File: src/rtl/mp_lock_monitor.sv
// mp_lock_monitor: sticky cmp_event latch, per-frame lock verdicts, lock FSM
// and saturating snapshot counters. Optional first-event capture: MP_FIRST_EVENT_EN.
module mp_lock_monitor #(
    parameter int UNLOCK_FRAMES = 4,
    parameter int CW            = 16,
    parameter int WDOG          = 16
) (
    input  logic          clk,
    input  logic          rst,
    input  logic          sync,
    input  logic [11:0]   cmp_event,
    input  logic [1:0]    lock_sel,
    input  logic [15:0]   lock_count,
    input  logic          slow_snap,
    output logic [11:0]   ev_snap,
    output logic [CW-1:0] clip_frames,
    output logic [CW-1:0] lol_cnt,
    output logic [1:0]    lock_state,
    output logic          locked,
`ifdef MP_FIRST_EVENT_EN
    output logic [11:0]   first_ev,
    output logic [15:0]   first_frame,
`endif
    output logic          sync_err
);

    localparam int WW = $clog2(WDOG + 1);
    localparam logic [WW-1:0] WD_TRIP = WW'(WDOG - 1);
    localparam logic [WW-1:0] WD_MAX  = WW'(WDOG);
    localparam logic [15:0]   UF_LIM  = 16'(UNLOCK_FRAMES);

    typedef enum logic [1:0] {
        UNLOCKED = 2'd0,
        ACQUIRE  = 2'd1,
        LOCKED   = 2'd2
    } state_t;

    state_t        state, state_n;
    logic [15:0]   gcnt, gcnt_n, bcnt, bcnt_n;
    logic [11:0]   sticky, frame_ev, closed;
    logic [WW-1:0] wcnt;
    logic          seen;
    logic [CW-1:0] clip_acc, lol_acc, clip_sum, lol_sum;
    logic [3:0]    lvl_hit;
    logic [15:0]   need, gcnt_inc, bcnt_inc;
    logic          clip_any, judge, bad, wd_trip, clip_inc, lol_inc;

    assign lock_state = state;

    // Close the running frame and grade it at the selected threshold level
    always_comb begin
        closed   = frame_ev | cmp_event;
        lvl_hit  = {|closed[7:6], |closed[5:4], |closed[3:2], |closed[1:0]};
        clip_any = |closed[11:8];
        judge    = sync & seen;
        bad      = lvl_hit[lock_sel] | clip_any;
        clip_inc = judge & clip_any;
        wd_trip  = ~sync & (wcnt >= WD_TRIP);
        need     = (lock_count == 16'd0) ? 16'd1 : lock_count;
        gcnt_inc = (&gcnt) ? gcnt : gcnt + 16'd1;
        bcnt_inc = bcnt + 16'd1;
    end

    // Lock FSM: watchdog overrides, otherwise advance on evaluated closes
    always_comb begin
        state_n = state;
        gcnt_n  = gcnt;
        bcnt_n  = bcnt;
        lol_inc = 1'b0;
        if (wd_trip) begin
            state_n = UNLOCKED;
            gcnt_n  = '0;
            bcnt_n  = '0;
            lol_inc = (state == LOCKED);
        end else if (judge) begin
            unique case (state)
                UNLOCKED: begin
                    if (!bad) begin
                        gcnt_n  = 16'd1;
                        state_n = (need <= 16'd1) ? LOCKED : ACQUIRE;
                    end
                end
                ACQUIRE: begin
                    if (bad) begin
                        state_n = UNLOCKED;
                        gcnt_n  = '0;
                    end else begin
                        gcnt_n = gcnt_inc;
                        if (gcnt_inc >= need) state_n = LOCKED;
                    end
                end
                LOCKED: begin
                    if (bad) begin
                        if (bcnt_inc >= UF_LIM) begin
                            state_n = UNLOCKED;
                            bcnt_n  = '0;
                            lol_inc = 1'b1;
                        end else begin
                            bcnt_n = bcnt_inc;
                        end
                    end else begin
                        bcnt_n = '0;
                    end
                end
                default: state_n = UNLOCKED;
            endcase
        end
    end

    // Saturating counter values including this cycle's increment
    always_comb begin
        clip_sum = (clip_inc && clip_acc != '1) ? clip_acc + CW'(1) : clip_acc;
        lol_sum  = (lol_inc && lol_acc != '1) ? lol_acc + CW'(1) : lol_acc;
    end

    // Lock state, frame accumulator and watchdog registers
    always_ff @(posedge clk) begin
        if (rst) begin
            state    <= UNLOCKED;
            locked   <= 1'b0;
            gcnt     <= '0;
            bcnt     <= '0;
            seen     <= 1'b0;
            frame_ev <= '0;
            wcnt     <= '0;
            sync_err <= 1'b0;
        end else begin
            state    <= state_n;
            locked   <= (state_n == LOCKED);
            gcnt     <= gcnt_n;
            bcnt     <= bcnt_n;
            seen     <= seen | sync;
            frame_ev <= sync ? '0 : closed;
            if (sync) wcnt <= '0;
            else if (wcnt < WD_MAX) wcnt <= wcnt + WW'(1);
            sync_err <= wd_trip | (sync_err & ~slow_snap);
        end
    end

    // Sticky events and counters, handed to the readout on slow_snap
    always_ff @(posedge clk) begin
        if (rst) begin
            sticky      <= '0;
            ev_snap     <= '0;
            clip_acc    <= '0;
            lol_acc     <= '0;
            clip_frames <= '0;
            lol_cnt     <= '0;
        end else if (slow_snap) begin
            sticky      <= '0;
            ev_snap     <= sticky | cmp_event;
            clip_acc    <= '0;
            lol_acc     <= '0;
            clip_frames <= clip_sum;
            lol_cnt     <= lol_sum;
        end else begin
            sticky   <= sticky | cmp_event;
            clip_acc <= clip_sum;
            lol_acc  <= lol_sum;
        end
    end

`ifdef MP_FIRST_EVENT_EN
    logic [15:0] frame_no, sh_frame;
    logic [11:0] sh_ev;
    logic        sh_full, first_hit;

    assign first_hit = ~sh_full & (cmp_event != 12'd0);

    // First nonzero event after each snap, tagged with its frame number
    always_ff @(posedge clk) begin
        if (rst) begin
            frame_no    <= '0;
            sh_frame    <= '0;
            sh_ev       <= '0;
            sh_full     <= 1'b0;
            first_ev    <= '0;
            first_frame <= '0;
        end else begin
            if (sync) frame_no <= frame_no + 16'd1;
            if (slow_snap) begin
                first_ev    <= first_hit ? cmp_event : sh_ev;
                first_frame <= first_hit ? frame_no : sh_frame;
                sh_ev       <= '0;
                sh_frame    <= '0;
                sh_full     <= 1'b0;
            end else if (first_hit) begin
                sh_ev    <= cmp_event;
                sh_frame <= frame_no;
                sh_full  <= 1'b1;
            end
        end
    end
`endif

endmodule

File: config.mk
export PLATFORM = sky130hd
export DESIGN_NAME = mp_lock_monitor
export DESIGN_NICKNAME = d
export VERILOG_FILES = /design/src/rtl/mp_lock_monitor.sv
export SDC_FILE = /design/constraint.sdc
export NUM_CORES = 1
export LEC_CHECK = 0
export CAP_MARGIN = 20
export CORE_MARGIN = 1
export CORE_UTILIZATION = 55
export DETAILED_ROUTE_END_ITERATION = 12
export PLACE_DENSITY = 0.9
export SLEW_MARGIN = 10
export SYNTH_ARGS = -nofsm -noshare
export SYNTH_HDL_FRONTEND = slang
export SYNTH_SLANG_ARGS = --single-unit
File: constraint.sdc
create_clock -name clk -period 4.1 [get_ports clk]
set_input_delay 0.615 -clock clk [delete_from_list [all_inputs] [get_ports clk]]
set_output_delay 0.615 -clock clk [all_outputs]
set_load 0.02 [all_outputs]
==> impl_metrics.tcl, run 1 <==
set metrics [dict create \
    core_area_um2 10980 \
    stdcell_count 955 \
    fin_skew_ns 0.004153 \
    dieArea_um2 11870 \
    wl_um 15620 \
    io_buffer_count 81 \
    worstSetupStartpointType "register" \
    setup_ws_ns 0.4697 \
    synth.distinct_cells 54 \
    boundaryPins 82 \
    grt_pass1_wl_um 25560 \
    maxClockFrequency_mhz 275.5 \
    maxCapViolations 0 \
    hold_buffers 0 \
    ir_worst_vdd_mv 0.3812 \
    diodes 0 \
    worstSetupPathType "register to register" \
    worstSkewPairLatency_ns 0.42 \
    slew_violations 0 \
    drive_above_1_share 0.06871 \
    synth_ff_type "dfxtp_1" \
    hp-class "register to register" \
    holdPathStages 2 \
    top_layer_used "met4" \
    post-cts-setup-buffer-count 0 \
    fin_util 0.7118 \
    dieHeight_um 109.0 \
    clkTransAtPathRegs_ns 0.06 \
    synth_top_area_cell "dfxtp_1" \
    area_delta_synth_final_pct 24.24 \
    first_pass_iters 5 \
    cts.repair.resized 0 \
    yosysWarnings 0 \
    chipWidth_um 109.0 \
    met3_length_um 1093 \
    p_leak_nw 3.009 \
    cts_sinks 142 \
    post_drt_wl_per_cell_um 16.35 \
    antenna_left 0 \
    synth-seq-cells 142 \
    reg2regPathDepth 17 \
    place.gp.congestion 0.8576 \
    worstSetupEndpointType "register" \
    start_util 0.5729 \
    placedCellCount 923 \
    place_ws_ns 0.5680 \
    tightest_slew_ns 0.9974 \
    grt_use_total 0.2772 \
    async_reset_ff_frac 0 \
    synth.top_cell.area_share 0.4518 \
    drtIter0Drc 364 \
    grt_overflow 0 \
    viasPerCell 5.824 \
    outcome "completed" \
    cts_root_buf "clkbuf_16" \
    syn-cell-area_um2 6292 \
    relSlewSlack 0.3246 \
    m1WireLength_um 6471 \
    setup_viol 0 \
    fin_crit_sh 0.8854 \
    dp.final_hpwl_um 10470 \
    drc 0 \
    period_needed_ns 3.630 \
    row_count 38 \
    timing.hold.ws_ns 0.4534 \
    crit_fanout 6 \
    critPathArrivalTime_ns 3.92 \
    wl_met2_um 7677 \
    synth.area.top_cells "dfxtp_1, nor2_1, a211oi_1" \
    grt_pass1_vias 5460 \
    grt_antenna_before_repair 0 \
    cts_htree_levels 4 \
    cts_buffers 17 \
    fin_setup_tns_ns 0 \
    num_vias 5562 \
    final_nets 858 \
    cts_tree "done" \
    synth-seq-area-share 0.4518 \
    synth_cells 734 \
    critPathRequiredTime_ns 4.39 \
    rsz0062_at_grt "no" \
    clock_path_buffers 2 \
    synth_area_per_cell_um2 8.573 \
    hold_violations 0 \
    power.density_nw_per_um2 429.2 \
    synth_edf_count 0 \
    grt_max_degree 50 \
    synth_fp_nets 790 \
]
-- layer usage --
layer	GRT usage	vias up
met1	0.3106	2616
li1	-	2724
met4	0.1168	0
met3	0.07950	35
met2	0.4883	187
met5	0	-
-- area by class of cell --
cell class / count / area [um^2]
clock inverter: 13 / 212.7
tap: 140 / 175.2
sequential: 142 / 2843
clock buffer: 19 / 442.9
multi-input combinational: 534 / 3231
fill: 777 / 3166
inverter: 22 / 82.58
timing repair buffer: 85 / 830.8
-- critical path, stage by stage (launching register included) --
cell and delay, ns:
dfxtp_1 0.45, ha_1 0.26, nand2_1 0.13, nor2_1 0.21, and3_1 0.30, nor3_1 0.08
buf_4 0.16, nand3_1 0.13, xnor2_1 0.14, ha_1 0.27, a21o_1 0.18, a21o_1 0.17
a21oi_1 0.13, o211ai_1 0.09, a31oi_1 0.32, nor2_1 0.08, a211oi_1 0.31, nor3_1 0.08
-- layout by cell type (no fill, tap or decap), drive strengths merged, types with 20 or more instances in the layout --
master,netlist,final
a211oi,56,56
a21oi,23,23
and3,20,20
clkdlybuf4s50,0,79
dfxtp,142,142
ha,22,22
inv,22,23
nand2,25,25
nand3,35,35
nor2,172,172
xnor2,26,26
-- report_power, final --
group	switching (mW)	total [mW]	internal, mW
Sequential	0.0217	1.44	1.42
Combinational	0.128	0.229	0.102
Clock	0.588	1.69	1.10
Total	0.737	3.36	2.62
-- synth_stat cells, types with 13 or more instances --
cell / n
xor2_1: 16
nand4_1: 13
nand2_1: 25
clkbuf_1: 33
xnor2_1: 26
ha_1: 22
and2_1: 14
o21ai_0: 13
nor2_1: 172
a21oi_1: 23
nand3_1: 35
nor3_1: 14
and3_1: 20
inv_1: 22
dfxtp_1: 142
a211oi_1: 54
-- logic make-up after synthesis --
group | count (synthesis) | share of synthesized area
fa+ha+maj | 22 | 0.04375
xor+xnor | 42 | 0.05846
buf+inv | 58 | 0.03480
flops | 142 | 0.4518
simple gates | 332 | 0.2474
compound gates | 130 | 0.1489
mux | 8 | 0.01491
-- registers in the layout, indices dropped and copies added, names as in the netlist --
register / cells
bcnt: 16
clip_acc: 16
clip_frames: 16
gcnt: 16
lol_acc: 16
lol_cnt: 16
ev_snap: 12
frame_ev: 12
sticky: 12
wcnt: 5
lock_state: 2
locked: 1
seen: 1
sync_err: 1
-- stage by stage --
step	total power, mW	cell area (um^2)
floorplan	1.584	6292
global placement	1.685	7162
detailed placement	1.695	7162
CTS	3.366	7818
global route	3.452	7818
finish	3.355	7818
-- path summary, 6_finish.rpt --
check         endpoint  startpoint  slack, ns
min          sticky[8]   sticky[8]       0.45
min reg2reg  sticky[8]   sticky[8]       0.45
max             locked     gcnt[0]       0.47
max reg2reg     locked     gcnt[0]       0.47
Power figures use the tool's default switching activity.
==> run 2, diff against run 1 <==
CORE_UTILIZATION = 31   (was 55)
PLACE_DENSITY = 0.6   (was 0.9)
RECOVER_POWER = 100   (was unset)
==> run 2 against run 1 <==
Compared with the run above: the flow now finishes with violations (capacitance limit, slew limit); power shrank 3.5%; hold slack got worse by 0.0020 ns; sequential share of layout area shrank 0.29 points; combinational power is 6% lower; global-route usage decreased by 13 points; critical path depth is the same; flip-flop and latch count did not move; non-clock buffer count up 2; core utilization fell by 31 points; clock skew up 0.016 ns.
==> impl_metrics.tcl, run 2 (synthesis gave the netlist of run 1 again) <==
set metrics [dict create \
    gr-usage-met3 0.05728 \
    cts_htree_levels 4 \
    maxCapViolations 2 \
    worstSkewPairLatency_ns 0.43 \
    relSlewSlack -0.7894 \
    power.density_nw_per_um2 410.8 \
    worstSetupStartpointType "register" \
    wl_um 14300 \
    fillers 2027 \
    antenna_left 0 \
    hold_violations 0 \
    dieHeight_um 144.5 \
    grt_pass1_wl_um 23850 \
    multiInputGateArea_um2 3181 \
    crit_fanout 6 \
    stdcell_count 1082 \
    p_leak_nw 3.075 \
    slew_violations 93 \
    clock_path_buffers 2 \
    failed_checks "capacitance limit, slew limit" \
    final_nets 860 \
    first_pass_iters 4 \
    critPathRequiredTime_ns 4.34 \
    core_area_um2 19650 \
    gr-usage-met1 0.1937 \
    top_usage_layer "met2" \
    cts_buffers 17 \
    viasPerCell 4.816 \
    post-cts-setup-buffer-count 0 \
    seq_area_um2 2843 \
    use_met2 0.2212 \
    drc 0 \
    worstSetupPathType "register to register" \
    boundaryPins 82 \
    start_util 0.3202 \
    grt_overflow 0 \
    rsz0062_at_grt "no" \
    place.gp.congestion 0.7992 \
    hold_buffers 0 \
    grt_max_degree 90 \
    critPathArrivalTime_ns 3.76 \
    num_vias 5211 \
    cts_sinks 142 \
    cts.repair.resized 0 \
    worstSetupEndpointType "register" \
    grt_use_total 0.1465 \
    fin_skew_ns 0.02054 \
    row_count 51 \
    grt_pass1_vias 4838 \
    post_drt_wl_per_cell_um 13.22 \
    period_needed_ns 3.523 \
    io_buffer_count 81 \
    setup_viol 0 \
    chipWidth_um 144.5 \
    fin_setup_tns_ns 0 \
    outcome "finished, violations left" \
    clkTransAtPathRegs_ns 0.06 \
    grt_antenna_before_repair 0 \
    placedCellCount 1050 \
    dp.final_hpwl_um 9973 \
    drtIter0Drc 203 \
    cts_root_buf "clkbuf_16" \
    hp-class "register to register" \
    diodes 0 \
    dieArea_um2 20870 \
    area_delta_synth_final_pct 25.25 \
    fin_crit_sh 0.8593 \
    final_common_cell "nor2_1" \
    ir_worst_vdd_mv 0.3086 \
    tightest_slew_ns 2.684 \
    cts_tree "done" \
    maxClockFrequency_mhz 283.8 \
    layout_common_cells "nor2_1, dfxtp_1, a211oi_1" \
    drive_above_1_share 0.05508 \
]
==> run 2: cell count changes in the layout (fill, tap and decap cells not counted), moves of 2 or more <==
cell | previous run | this run
a211oi_1 | 54 | 56
and2_0 | 0 | 11
and2_1 | 14 | 3
buf_4 | 4 | 2
bufinv_16 | 5 | 3
clkbuf_1 | 1 | 5
clkdlybuf4s50_1 | 79 | 29
clkinv_2 | 1 | 3
clkinv_4 | 3 | 0
dlygate4sd3_1 | 0 | 50
inv_6 | 1 | 3
or2_0 | 0 | 3
or2_2 | 3 | 0
==> run 2: final timing paths <==
| check | depth (start not counted) | slack (ns) | to | from |
|---|---|---|---|---|
| worst max-delay path | 17 | 0.58 | locked | gcnt[0] |
| worst min-delay path | 2 | 0.45 | sticky[8] | sticky[8] |
| worst max register to register | 17 | 0.58 | locked | gcnt[0] |
| worst min register to register | 2 | 0.45 | sticky[8] | sticky[8] |
==> run 2: area by class of cell <==
type                    count  area share
multi-input cells         534      0.4036
flip-flops and latches    142      0.3607
repair buffers             87      0.1053
clock buffers              19     0.05747
well taps                 265     0.04207
clock inverters            13     0.02048
inverters                  22     0.01048
==> run 2: worst max-delay path: stages (launching register included) <==
cell and delay [ns]:
dfxtp_1 0.36, ha_1 0.26, nand2_1 0.13, nor2_1 0.08, and3_1 0.21, nor3_1 0.18, clkbuf_1 0.22, nand3_1 0.17
xnor2_1 0.17, ha_1 0.32, a21o_1 0.18, a21o_1 0.17, a21oi_1 0.13, o211ai_1 0.11, a31oi_1 0.23, nor2_1 0.06
a211oi_1 0.28, nor3_1 0.07
==> run 2: where the power goes <==
group	leakage (nW)	total, mW	internal, mW	switching (mW)
clock network	0.292	1.59	0.990	0.596
logic	1.62	0.216	0.0932	0.123
registers	1.16	1.43	1.42	0.0169
total	3.07	3.24	2.50	0.736
==> run 2: layer usage <==
metal / share of wire / up-vias
li1: - / 2729
met1: 0.50 / 2366
met2: 0.42 / 105
met3: 0.066 / 11
met4: 0.0083 / 0
met5: 0 / -
==> run 2: per-stage QoR <==
stage               total power, mW    util  setup WS [ns]  hold slack, ns  area [um^2]
detailed placement            1.695  0.3731         0.7074          0.4365         7333
global route                  3.371  0.4010         0.2155          0.4688         7881
global placement              1.693  0.3731         0.7855          0.4346         7333
CTS                           3.298  0.4044         0.6907          0.4525         7948
floorplan                     1.584       -         0.8905          0.4219         6292
finish                        3.237  0.4010         0.5768          0.4515         7881
==> run 3, diff against run 2 <==
CORE_ASPECT_RATIO = 0.8   (was unset)
SETUP_SLACK_MARGIN = 0.3   (was unset)
==> run 3 against run 2 <==
Compared with the run above: the run still ends with capacitance limit, slew limit left; design area grew 0.54%; via count shrank 0.65%; flip-flop and latch count unchanged; routed wire length grew 2.5%; clock power is 6% higher; non-clock buffer count fell by 2; sequential share of layout area shrank 0.19 points; critical path depth shrank 1; power increased by 3.4%; largest cell class unchanged.
==> impl_metrics.tcl, run 3 (synthesis gave the netlist of run 1 again) <==
set metrics [dict create \
    outcome "finished, violations left" \
    failed_checks "capacitance limit, slew limit" \
    critPathArrivalTime_ns 3.74 \
    boundaryPins 82 \
    start_util 0.3169 \
    chipWidth_um 161.3 \
    worstSkewPairLatency_ns 0.42 \
    first_pass_iters 5 \
    diodes 0 \
    critPathSlowestCell "dfxtp_1" \
    tightest_slew_ns 2.377 \
    layout_common_cells "nor2_1, dfxtp_1, a211oi_1" \
    power.density_nw_per_um2 422.3 \
    hold_violations 0 \
    hp-class "register to register" \
    post-cts-setup-buffer-count 0 \
    drc 0 \
    slew_violations 49 \
    critPathRequiredTime_ns 4.34 \
    fin_crit_sh 0.8525 \
    period_needed_ns 3.495 \
    path_cells "ha_1 -> nand2_1 -> nor2_1 -> and3_1 -> nor3_4 -> nand3_1 -> xnor2_1 -> ha_1 -> a21o_1 -> a21o_1 -> a21oi_1 -> o211ai_1 -> a31oi_1 -> nor2_1 -> a211oi_1 -> nor3_1" \
    grt_overflow 0 \
    place.gp.congestion 0.7364 \
    cts_sinks 142 \
    grt_max_degree 59 \
    setup_viol 0 \
    grt_pass1_wl_um 24210 \
    hold_start "sticky[10]" \
    row_count 46 \
    final_common_cell "nor2_1" \
    rsz0062_at_grt "no" \
    clkTransAtPathRegs_ns 0.06 \
    num_vias 5177 \
    cp-startpoint "gcnt[0]" \
    setup_ws_ns 0.6047 \
    crit_fanout 6 \
    dieArea_um2 20880 \
    viasPerCell 4.798 \
    fillers 1985 \
    ir_worst_vdd_mv 0.3184 \
    cts.repair.resized 0 \
    maxClockFrequency_mhz 286.1 \
    wl_um 14660 \
    cts_tree "done" \
    p_leak_nw 3.095 \
    drive_above_1_share 0.05767 \
    dieHeight_um 129.4 \
    dp.final_hpwl_um 10090 \
    grt_pass1_vias 4780 \
    maxCapViolations 1 \
    core_area_um2 19860 \
    final_nets 858 \
    grt_use_total 0.1464 \
    io_buffer_count 81 \
    post_drt_wl_per_cell_um 13.58 \
    clock_path_buffers 2 \
    power_mw 3.346 \
    cts_root_buf "clkbuf_16" \
    cts_buffers 17 \
    fin_setup_tns_ns 0 \
    worstSetupEndpointType "register" \
    area_delta_synth_final_pct 25.93 \
    fin_skew_ns 0.01040 \
    critPathMaxStageDelay_ns 0.36 \
    drtIter0Drc 302 \
    antenna_left 0 \
    worstSetupPathType "register to register" \
    place_ws_ns 0.4024 \
    worstSetupStartpointType "register" \
    hold_buffers 0 \
    timing.rr.start "gcnt[0]" \
    cts_htree_levels 4 \
    relSlewSlack -0.5847 \
    grt_antenna_before_repair 0 \
]
[run 3: cell count changes in the layout (fill, tap and decap cells not counted), sizes merged]
cell and delta:
dlygate4sd3 -1, clkbuf -2, clkinvlp -2, clkdlybuf4s50 +1, inv +1, bufinv +1
[run 3: area by class of cell]
| type | count | area, um^2 | share of cell area |
|---|---|---|---|
| Timing Repair Buffer | 85 | 822.0 | 0.1037 |
| Inverter | 22 | 82.58 | 0.01042 |
| Clock inverter | 13 | 201.4 | 0.02542 |
| Tap cell | 264 | 330.3 | 0.04169 |
| Multi-Input combinational cell | 534 | 3192 | 0.4028 |
| Sequential cell | 142 | 2843 | 0.3588 |
| Clock buffer | 19 | 452.9 | 0.05716 |
[run 3: per-layer routing]
| metal | routed length [um] | vias to the layer above | track usage |
|---|---|---|---|
| met5 | 0 | - | 0 |
| met1 | 7580 | 2335 | 0.2011 |
| met2 | 5783 | 108 | 0.2082 |
| met3 | 1129 | 14 | 0.05922 |
| li1 | - | 2720 | - |
| met4 | 163 | 0 | 0.04440 |
[run 3: final timing paths]
check                     to  slack, ns  cells past startpoint
setup reg to reg      locked       0.60                     16
hold reg to reg   sticky[10]       0.45                      2
setup / recovery      locked       0.60                     16
hold / removal    sticky[10]       0.45                      2
[run 3: worst max-delay path, delay by kind of cell (launching register included)]
family / cells / cell delay, ns
AOI/OAI and AO/OA: 6 / 1.10
and+or+nand+nor: 7 / 1.04
adders and majority gates: 2 / 0.55
DFF: 1 / 0.36
xor gates and xnor gates: 1 / 0.25
[run 3: power breakdown]
group          internal (mW)  leakage, nW  switching (mW)
Sequential              1.42         1.16          0.0180
Combinational         0.0932         1.62           0.125
Clock                   1.07        0.314           0.626
[run 3: per-stage QoR]
step,hold slack (ns),area (um^2),cells,util
floorplan,0.4219,6292,734,-
global placement,0.4335,7317,1047,0.3685
detailed placement,0.4418,7317,1047,0.3685
CTS,0.4579,7971,1079,0.4014
global route,0.4817,7924,1079,0.3991
finish,0.4504,7924,1079,0.3991
